### config.mk
export PLATFORM = sky130hd
export DESIGN_NAME = data_split
export DESIGN_NICKNAME = d
export VERILOG_FILES = /design/src/rtl/data_split.sv
export SDC_FILE = /design/constraint.sdc
export NUM_CORES = 1
export LEC_CHECK = 0
export CAP_MARGIN = 20
export CORE_MARGIN = 1
export CORE_UTILIZATION = 41
export CTS_CLUSTER_DIAMETER = 200
export CTS_CLUSTER_SIZE = 20
export DETAILED_ROUTE_END_ITERATION = 10
export GPL_ROUTABILITY_DRIVEN = 0
export GPL_TIMING_DRIVEN = 0
export SKIP_LAST_GASP = 1
export SYNTH_ARGS = -nofsm -noshare
export SYNTH_HDL_FRONTEND = slang
export SYNTH_SLANG_ARGS = --single-unit
### constraint.sdc
create_clock -name clk -period 3.3 [get_ports clk]
set_clock_uncertainty 0.2 [all_clocks]
set_input_delay 0.66 -clock clk [delete_from_list [all_inputs] [get_ports clk]]
set_output_delay 0.66 -clock clk [all_outputs]
set_load 0.005 [all_outputs]
### src/rtl/data_split.sv
// Byte-stream to parallel-sample reassembler: packs NBYTES input beats into N_PRL samples of BW
// bits, holds one spare word under back-pressure, and discards and counts runt frames.
module data_split #(
  parameter int unsigned BW     = 18,
  parameter int unsigned N_PRL  = 4,
  parameter int unsigned BW_out = 8,
  parameter int unsigned ERR_W  = 16
) (
  input  logic                        clk,
  input  logic                        srst_n,
  input  logic [BW_out-1:0]           s_data,
  input  logic                        s_valid,
  input  logic                        s_last,
  output logic                        s_ready,
  output logic [N_PRL-1:0][BW-1:0]    y,
  output logic                        y_valid,
  input  logic                        y_ready,
  output logic                        y_last,
  output logic                        runt_err,
  output logic [ERR_W-1:0]            err_cnt
);

  localparam int unsigned WordW  = BW * N_PRL;
  localparam int unsigned NBytes = WordW / BW_out;
  localparam int unsigned IdxW   = (NBytes > 1) ? $clog2(NBytes) : 1;

  logic [IdxW-1:0]  idx_q, idx_d;
  logic [WordW-1:0] acc_q, acc_d;
  logic             acc_full_q, acc_full_d;
  logic             acc_last_q, acc_last_d;
  logic [WordW-1:0] y_q, y_d;
  logic             y_valid_q, y_valid_d;
  logic             y_last_q, y_last_d;
  logic             runt_q, runt_d;
  logic [ERR_W-1:0] cnt_q, cnt_d;

  logic             beat;
  logic             is_final;
  logic             slot_free;
  logic             load;
  logic [WordW-1:0] acc_ins;

  // Only the spare-word flag gates input, so s_ready comes straight from a register.
  assign s_ready   = ~acc_full_q;
  assign beat      = s_valid & s_ready;
  assign is_final  = (idx_q == IdxW'(NBytes - 1));
  assign slot_free = ~y_valid_q | y_ready;

  always_comb begin
    acc_ins = acc_q;
    acc_ins[idx_q * BW_out +: BW_out] = s_data;
  end

  always_comb begin
    idx_d      = idx_q;
    acc_d      = acc_q;
    acc_full_d = acc_full_q;
    acc_last_d = acc_last_q;
    y_d        = y_q;
    y_valid_d  = y_valid_q;
    y_last_d   = y_last_q;
    runt_d     = 1'b0;
    cnt_d      = cnt_q;
    load       = 1'b0;

    if (acc_full_q) begin
      // Spare word waits for the first free output slot.
      if (y_ready) begin
        y_d        = acc_q;
        y_valid_d  = 1'b1;
        y_last_d   = acc_last_q;
        acc_full_d = 1'b0;
        load       = 1'b1;
      end
    end else if (beat) begin
      if (is_final) begin
        idx_d = '0;
        if (slot_free) begin
          y_d       = acc_ins;
          y_valid_d = 1'b1;
          y_last_d  = s_last;
          load      = 1'b1;
        end else begin
          acc_d      = acc_ins;
          acc_full_d = 1'b1;
          acc_last_d = s_last;
        end
      end else if (s_last) begin
        idx_d  = '0;
        runt_d = 1'b1;
        if (cnt_q != '1) begin
          cnt_d = cnt_q + ERR_W'(1);
        end
      end else begin
        acc_d = acc_ins;
        idx_d = idx_q + IdxW'(1);
      end
    end

    if (!load && y_valid_q && y_ready) begin
      y_valid_d = 1'b0;
      y_last_d  = 1'b0;
    end
  end

  always_ff @(posedge clk or negedge srst_n) begin
    if (!srst_n) begin
      idx_q      <= '0;
      acc_q      <= '0;
      acc_full_q <= 1'b0;
      acc_last_q <= 1'b0;
      y_q        <= '0;
      y_valid_q  <= 1'b0;
      y_last_q   <= 1'b0;
      runt_q     <= 1'b0;
      cnt_q      <= '0;
    end else begin
      idx_q      <= idx_d;
      acc_q      <= acc_d;
      acc_full_q <= acc_full_d;
      acc_last_q <= acc_last_d;
      y_q        <= y_d;
      y_valid_q  <= y_valid_d;
      y_last_q   <= y_last_d;
      runt_q     <= runt_d;
      cnt_q      <= cnt_d;
    end
  end

  assign y        = y_q;
  assign y_valid  = y_valid_q;
  assign y_last   = y_last_q;
  assign runt_err = runt_q;
  assign err_cnt  = cnt_q;

endmodule

==> out/qor.yml <==
arrival_ns: 3.29
fin_nets: 788
async_flop_share: 1.000
cp_max_fo: 10
period_share: 0.9740
ys.flop_type: "dfrtp_1"
grt_pass1_wl_microns: 28960
worst_skew_pair.late_latency_ns: 0.43
synth_edf_count: 0
slew_viol_final: 0
core-area_sq_um: 17540
end_kind: "flop"
die-height_microns: 136.9
antenna_found_initial: 0
drc: 0
htreeDepth: 4
cts_setup_buffers: 0
clock.fmax_mhz: 311.1
synth_nets: 665
rows: 48
cts_buffers: 17
num_vias: 5305
clk_path_buf_depth: 2
grtUsageTotal: 0.2066
synth.distinct_cells: 46
drive_above_1_share: 0.1648
p_per_area_nw_per_um2: 663.7
die_x_microns: 136.9
die_area_sq_um: 18750
vias_per_cell: 5.263
ys_ff_latch: 169
worstHoldPathType: "reg2reg"
status: "finished clean"
port_buffers: 103
cts_sinks: 169
setup_ws_ns: 0.08569
grt_overflow_total: 0
worst_pin_slew_ns: 0.7770
dp_slack_ns: 0.06365
grt_pass1_vias: 5436
drtIter0Drc: 245
pin_count: 105
ant_nets: 0
rsz0062_at_grt: "true"
ys_warn_count: 0
hold_viol: 0
ys_seq_area_frac: 0.5664
slew_headroom: 0.4772
path_clk_slew_ns: 0.07
wirelength_microns: 18000
cts_root_buffer: "clkbuf_16"
irDropWorstVdd_uv: 395.1
num_antenna_cells: 0
synth_cells: 647
final_util: 0.5386
drv_cap: 0
grt_max_degree: 130
floorplan.initialDensity: 0.4257
setup_violations: 0
tritoncts: "yes"
wire_per_inst_microns: 17.86
dp_hpwl_microns: 12510
synth_area_sq_um: 7466
worstSetupPathType: "reg2reg"
cp-start-kind: "flop"
cellLeakagePower_uw: 0.004378
area_growth_pct: 26.51
first_pass_iters: 4
period_needed_ns: 3.214
syn_area_per_cell_sq_um: 11.54
critPathRequiredTime_ns: 3.38
-- metal layers --
metal  share of wire  vias to the layer above  global-route usage
li1                -                     2496                   -
met1            0.47                     2668              0.2830
met2            0.48                      122              0.3277
met3           0.037                       19             0.04296
met4           0.014                        0             0.06410
met5               0                        -                   0
-- layout by cell type (no fill, tap or decap), types with 4 or more instances in the layout --
cell,Yosys,final
xnor2_1,9,9
nand3_1,9,9
nor2_1,40,40
nor3_1,8,8
a21oi_1,33,33
and2_1,9,9
clkbuf_16,0,17
ha_1,5,5
inv_6,0,4
o21ai_0,27,27
inv_1,14,14
mux2i_1,54,54
dfrtp_1,169,169
nand2b_1,5,5
clkbuf_1,22,16
nor2b_1,6,6
buf_6,4,4
nand2_1,92,92
mux2_2,68,68
buf_1,0,4
nand4_1,8,8
xor2_1,5,5
nand3b_1,5,5
and3_1,12,12
clkdlybuf4s50_1,0,102
nand4_2,8,8
-- power by group --
part	switching (uW)	internal, uW
sequential	280	2500
combinational	596	822
clock	865	1210
total	1740	4530
-- cells by family (layout without fill, tap and decap cells) --
family | after synthesis | count (layout) | synth area share
and+or+nand+nor | 218 | 218 | 0.1478
DFF | 169 | 169 | 0.5664
muxes | 124 | 124 | 0.1790
xor gates and xnor gates | 14 | 14 | 0.01642
adders and majority gates | 5 | 5 | 0.008379
AOI/OAI and AO/OA | 74 | 74 | 0.05581
buffers and inverters | 43 | 179 | 0.02614
-- registers in the layout, indices dropped and copies added, names as in the netlist --
register,cells
err_cnt,16
idx_q,4
acc_last_q,1
y_last,1
acc_full_q,1
runt_err,1
y_valid,1
y,72
acc_q,72
-- final timing paths --
kind                       slack [ns]    endpoint  depth (start not counted)  startpoint
max in group asynchronous        1.45   acc_q[46]                          3      srst_n
setup / recovery                 0.09        y[5]                          9    idx_q[0]
hold / removal                   0.26       y[38]                          2   acc_q[38]
min in group asynchronous        0.50  err_cnt[6]                          2      srst_n
hold reg to reg                  0.26       y[38]                          2   acc_q[38]
setup reg to reg                 0.09        y[5]                          9    idx_q[0]
-- final cells by class --
cell class | count | area (sq um)
clock inverter | 15 | 190.2
fill | 1569 | 8092
clock buffer | 17 | 425.4
buffer | 28 | 140.1
tap | 225 | 281.5
multi-input combinational | 435 | 3053
inverter | 14 | 52.55
timing repair buffer | 105 | 1074
sequential | 169 | 4229
-- critical path, stage by stage (launching register included) --
cell      delay [ns]
dfrtp_1         0.56
clkbuf_1        0.38
inv_1           0.12
ha_1            0.23
buf_6           0.13
and4b_1         0.20
o22ai_1         0.18
clkbuf_1        0.39
buf_1           0.49
o21ai_0         0.17
-- cells in the mapped netlist (6+ instances only) --
| library cell | count | area share |
|---|---|---|
| nor2_1 | 40 | 0.020 |
| dfrtp_1 | 169 | 0.57 |
| nand2_1 | 92 | 0.046 |
| nand4_2 | 8 | 0.013 |
| o21ai_0 | 27 | 0.018 |
| nor3_1 | 8 | 0.0054 |
| nand3_1 | 9 | 0.0060 |
| mux2_2 | 68 | 0.10 |
| mux2i_1 | 54 | 0.072 |
| a21oi_1 | 33 | 0.022 |
| clkbuf_1 | 22 | 0.011 |
| nand4_1 | 8 | 0.0067 |
| and3_1 | 12 | 0.010 |
| inv_1 | 14 | 0.0070 |
| nor2b_1 | 6 | 0.0050 |
| and2_1 | 9 | 0.0075 |
| xnor2_1 | 9 | 0.011 |
-- per-stage QoR --
stage	total power, uW	area, sq um	std cells	hold slack, ns	TNS [ns]
after floorplan	3354	7466	647	0.1644	0
after global placement	4177	8778	975	0.2478	-896.90
after detailed placement	4233	8811	976	0.2505	0
after CTS	6332	9437	1009	0.2664	0
after global routing	6591	9445	1008	0.3048	-1.958
final	6269	9445	1008	0.2614	0
-- timing repair --
action | CTS | global route
setup endpoints to repair | 0 | 44
gates resized for setup | 0 | 8
endpoints found under the hold margin | 40 | 0
hold buffers | 1 | 0
(Power assumes the default switching activity.)
